`config.mk`:
```
export PLATFORM = sky130hd
export DESIGN_NAME = saturating_counter
export DESIGN_NICKNAME = d
export VERILOG_FILES = /design/src/rtl/pifo_tb_headers.sv /design/src/rtl/saturating_counter.sv
export SDC_FILE = /design/constraint.sdc
export NUM_CORES = 1
export LEC_CHECK = 0
export BUFFER_PORTS_ARGS = -buffer_cell sky130_fd_sc_hd__buf_2
export CAP_MARGIN = 40
export CORE_MARGIN = 2
export CORE_UTILIZATION = 50
export CTS_BUF_LIST = sky130_fd_sc_hd__clkbuf_8
export CTS_CLUSTER_SIZE = 40
export DETAILED_ROUTE_END_ITERATION = 6
export PLACE_DENSITY = 0.88
export SYNTH_ARGS = -nofsm -noshare
export SYNTH_HDL_FRONTEND = slang
export SYNTH_SLANG_ARGS = --single-unit
export TNS_END_PERCENT = 30
```
`constraint.sdc`:
```
create_clock -name clk -period 1.4 [get_ports clk]
set_input_delay 0.07 -clock clk [delete_from_list [all_inputs] [get_ports clk]]
set_output_delay 0.07 -clock clk [all_outputs]
set_load 0.02 [all_outputs]
```
`src/rtl/pifo_tb_headers.sv`:
```
// Shared types for the PIFO testbench run-control blocks.
package pifo_tb_headers;

    localparam int COUNTER_WIDTH = 16;

    typedef logic [COUNTER_WIDTH-1:0] CounterSignal;

    typedef enum logic [2:0] {
        PHASE_IDLE     = 3'd0,
        PHASE_WARMUP   = 3'd1,
        PHASE_GENERATE = 3'd2,
        PHASE_DRAIN    = 3'd3,
        PHASE_DONE     = 3'd4
    } PhaseState;

    function automatic CounterSignal sat_inc(input CounterSignal value, input logic inc);
        if (inc && (value != '1)) begin
            return value + CounterSignal'(1);
        end
        return value;
    endfunction

endpackage

```
`src/rtl/saturating_counter.sv`:
```
// Synchronously clearable up-counter that sticks at all-ones.
module saturating_counter
    import pifo_tb_headers::*;
(
    input  logic         clk,
    input  logic         reset,
    input  logic         clear_i,
    input  logic         inc_i,
    output CounterSignal value_o
);

    CounterSignal value_q;

    always_ff @(posedge clk) begin
        if (reset || clear_i) begin
            value_q <= '0;
        end else begin
            value_q <= sat_inc(value_q, inc_i);
        end
    end

    assign value_o = value_q;

endmodule

```
==> reports/results.md <==
| Item | Value |
|---|---|
| IO Port Bufs | 19 |
| Worst vdd rail ir drop | 587 uV |
| Total via count in the routed design | 947 |
| Relative max-transition margin | 75.0% |
| Post-synthesis sequential element count | 16 |
| Ratio of final minimum period to clock period | 99.5% |
| Post-synthesis cell area | 917 um^2 |
| Post-route antenna net violation count | 0 |
| Largest delay share family, worst path | simple AND/OR/NAND/NOR gates |
| Vias per cell | 5.85 |
| Result of the run | finished, final reports clean |
| Fin. max-slew vios | 0 |
| Aggregate global routing overflow | 0 |
| Startpoint kind of the worst setup timing path | flop |
| Number of buffers created by CTS | 3 |
| Worst-path cell with the longest stage delay | sky130_fd_sc_hd__dfxtp_4 |
| Buffer levels on the longest clock path | 2 |
| Path category of the worst min-delay check | input port to flop |
| Clock latency at the later pin of the worst-skew pair | 0.25 ns |
| Synthesized area per cell | 8.99 um^2 |
| Skew final | 0.00226 ns |
| Ys Warns | 0 |
| NumNets Final | 143 |
| RSZ-0062 raised after global routing | true |
| Most frequent cells after synthesis | sky130_fd_sc_hd__dfxtp_1, sky130_fd_sc_hd__nand2_1, sky130_fd_sc_hd__a21oi_1, sky130_fd_sc_hd__mux2i_1, sky130_fd_sc_hd__nand3_1 |
| Drt first-iter violations | 22 |
| Area share of the largest cell type after synthesis | 34.9% |
| Detailed Route WL | 2330 um |
| Synth top area cells | sky130_fd_sc_hd__dfxtp_1, sky130_fd_sc_hd__mux2i_1, sky130_fd_sc_hd__nand2_1 |
| Gate Count Post-Synth | 102 |
| Std-Cell Core Area | 1730 um^2 |
| Number of H-tree branching levels | 1 |
| Die Outline Area | 2190 um^2 |
| Total of hold buffers inserted after clock tree synthesis | 0 |
| Syn Nets | 107 |
| Fin area | 1240 um^2 |
| Buffers & Inverters on Critical Path | 0 |
| CP peak stage delay | 0.37 ns |
| Power density relative to cell area | 692 nW/um^2 |
| Max Clk Rate | 718 MHz |
| Starting Density | 53.1% |
| Top Ports | 20 |
| Worst setup EP type | flop |
| CTS root buf | sky130_fd_sc_hd__clkbuf_8 |
| Worst-case setup slack after placement | -0.0352 ns |
| Number of iterations in the first detailed-routing pass | 4 |
| Detailed-route DRC error count | 0 |
| RD Place Congestion | 0.881 |
| Vias in the first global route | 869 |
| Number of flip-flops in the largest register | 16 |
| Dominant cell by count in the synthesized netlist | sky130_fd_sc_hd__dfxtp_1 |
| Largest net degree at the start of global routing | 12 |
| Worst slew pin tran | 0.374 ns |
| Tmin final | 1.39 ns |
| Number of antenna violations at the first check in global routing | 0 |
| Post-detailed-placement half-perimeter wirelength | 1700 um |
| Max-cap violations | 0 |
| Cells along the critical path | ha_4 -> and4_4 -> and3_4 -> a31oi_1 -> a311oi_1 |
| TritonCTS clock tree | built |
| Commonest register cell after synthesis | sky130_fd_sc_hd__dfxtp_1 |
| Clock-pin slew reported for the worst setup and hold paths after clock tree synthesis | 0.06 ns |
| Die outline height | 46.8 um |
| Layout overhead on the synthesized area | 35.1% |
| # diodes | 0 |
| Total power after layout | 0.857 mW |
| FP Rows | 15 |
| Synth unique cells | 36 |
| Synth area leader | sky130_fd_sc_hd__dfxtp_1 |
| Standard cell area after detailed placement | 1130 um^2 |
| Critical-path maximum fanout | 6 |
| Data arrival time at the worst-slack endpoint | 1.55 ns |
| Hold Violations, Final | 0 |
| Wire length per cell | 14.4 um |
| EDFF count, synth | 0 |
| Async set-reset flop share out of synthesis | 0% |
| Global-route wire length before repair | 3680 um |
| Final number of setup-violating endpoints | 0 |
| Width of the die | 46.8 um |
| Leakage | 0.523 nW |
| Share of synthesized area occupied by flip-flops and latches | 34.9% |
| Sink count of the clock tree | 16 |
| Fraction of final layout cells sized beyond drive strength 1 | 46.7% |
| Worst setup slack after layout | 0.00685 ns |
| GRT Resource Usage Total | 23.5% |
| Critical setup path kind | flop to flop |
| Required time worst endpoint | 1.56 ns |
==> layer usage <==
layer	vias up	track usage [%]	share of wire [%]
met1	446	28.7	43
met2	37	40.8	50
met5	-	0	0
met3	6	5.77	5.5
met4	0	7.22	1.3
li1	458	-	-
==> tightest hold or removal path: stages <==
cell and delay (ns):
sky130_fd_sc_hd__buf_2 0.14, sky130_fd_sc_hd__or3_1 0.11, sky130_fd_sc_hd__mux2i_1 0.06
==> where the power goes <==
part | total (mW) | switching (mW) | internal, mW
Clock | 0.355 | 0.160 | 0.194
Sequential | 0.458 | 0.00297 | 0.455
Combinational | 0.0446 | 0.0265 | 0.0180
Total | 0.857 | 0.190 | 0.667
==> path summary, 6_finish.rpt <==
kind,from,endpoint,slack [ns],cells past startpoint
setup / recovery,value_o[0],value_o[12],0.007,5
hold / removal,reset,value_o[15],0.18,3
setup reg to reg,value_o[0],value_o[12],0.007,5
hold reg to reg,value_o[2],value_o[2],0.49,1
==> cell usage in the layout (no fill, tap or decap), types with 2 or more instances in the layout <==
cell type,instances
sky130_fd_sc_hd__dfxtp_4,2
sky130_fd_sc_hd__or3_1,3
sky130_fd_sc_hd__and2_2,3
sky130_fd_sc_hd__o21ai_1,2
sky130_fd_sc_hd__a31oi_1,4
sky130_fd_sc_hd__nor3_1,2
sky130_fd_sc_hd__nand3_1,3
sky130_fd_sc_hd__nor2_1,2
sky130_fd_sc_hd__and3_1,2
sky130_fd_sc_hd__mux2i_1,6
sky130_fd_sc_hd__clkbuf_8,3
sky130_fd_sc_hd__nand4_1,3
sky130_fd_sc_hd__buf_4,17
sky130_fd_sc_hd__a211oi_2,3
sky130_fd_sc_hd__dfxtp_2,2
sky130_fd_sc_hd__a21oi_1,5
sky130_fd_sc_hd__dfxtp_1,12
sky130_fd_sc_hd__or3_2,3
sky130_fd_sc_hd__inv_1,2
sky130_fd_sc_hd__and3_4,3
sky130_fd_sc_hd__buf_2,19
sky130_fd_sc_hd__o21ai_0,4
sky130_fd_sc_hd__a2111o_1,2
sky130_fd_sc_hd__nand2_1,13
==> cells by family after synthesis <==
group	after synthesis	share of synthesized area, %
compound gates	27	20.6
flops	16	34.9
mux	6	6.55
fa+ha+maj	1	1.36
simple gates	46	31.5
buf+inv	6	5.05
==> per-stage QoR <==
stage | utilization (%) | TNS (ns) | std cells | hold WS [ns]
after floorplan | - | -0.0375 | 102 | 0.239
after global placement | 65.7 | 0 | 156 | 0.428
after detailed placement | 65.7 | -0.0646 | 156 | 0.439
after CTS | 69.8 | -0.00220 | 162 | 0.180
after global routing | 71.7 | -0.144 | 162 | 0.187
final | 71.7 | 0 | 162 | 0.184
==> area by class of cell <==
cell class,count,area (um^2)
flip-flops and latches,16,330
multi-input cells,80,606
clock buffers,3,41.3
clock inverters,1,3.75
well taps,25,31.3
fillers,135,488
inverters,1,3.75
repair buffers,36,223
==> what timing repair did <==
action	CTS	global route
gates resized for setup	4	8
pin swaps	0	2
setup endpoints to repair	6	8
setup buffers	2	0
Note: power is estimated with default switching activity, not from simulation.
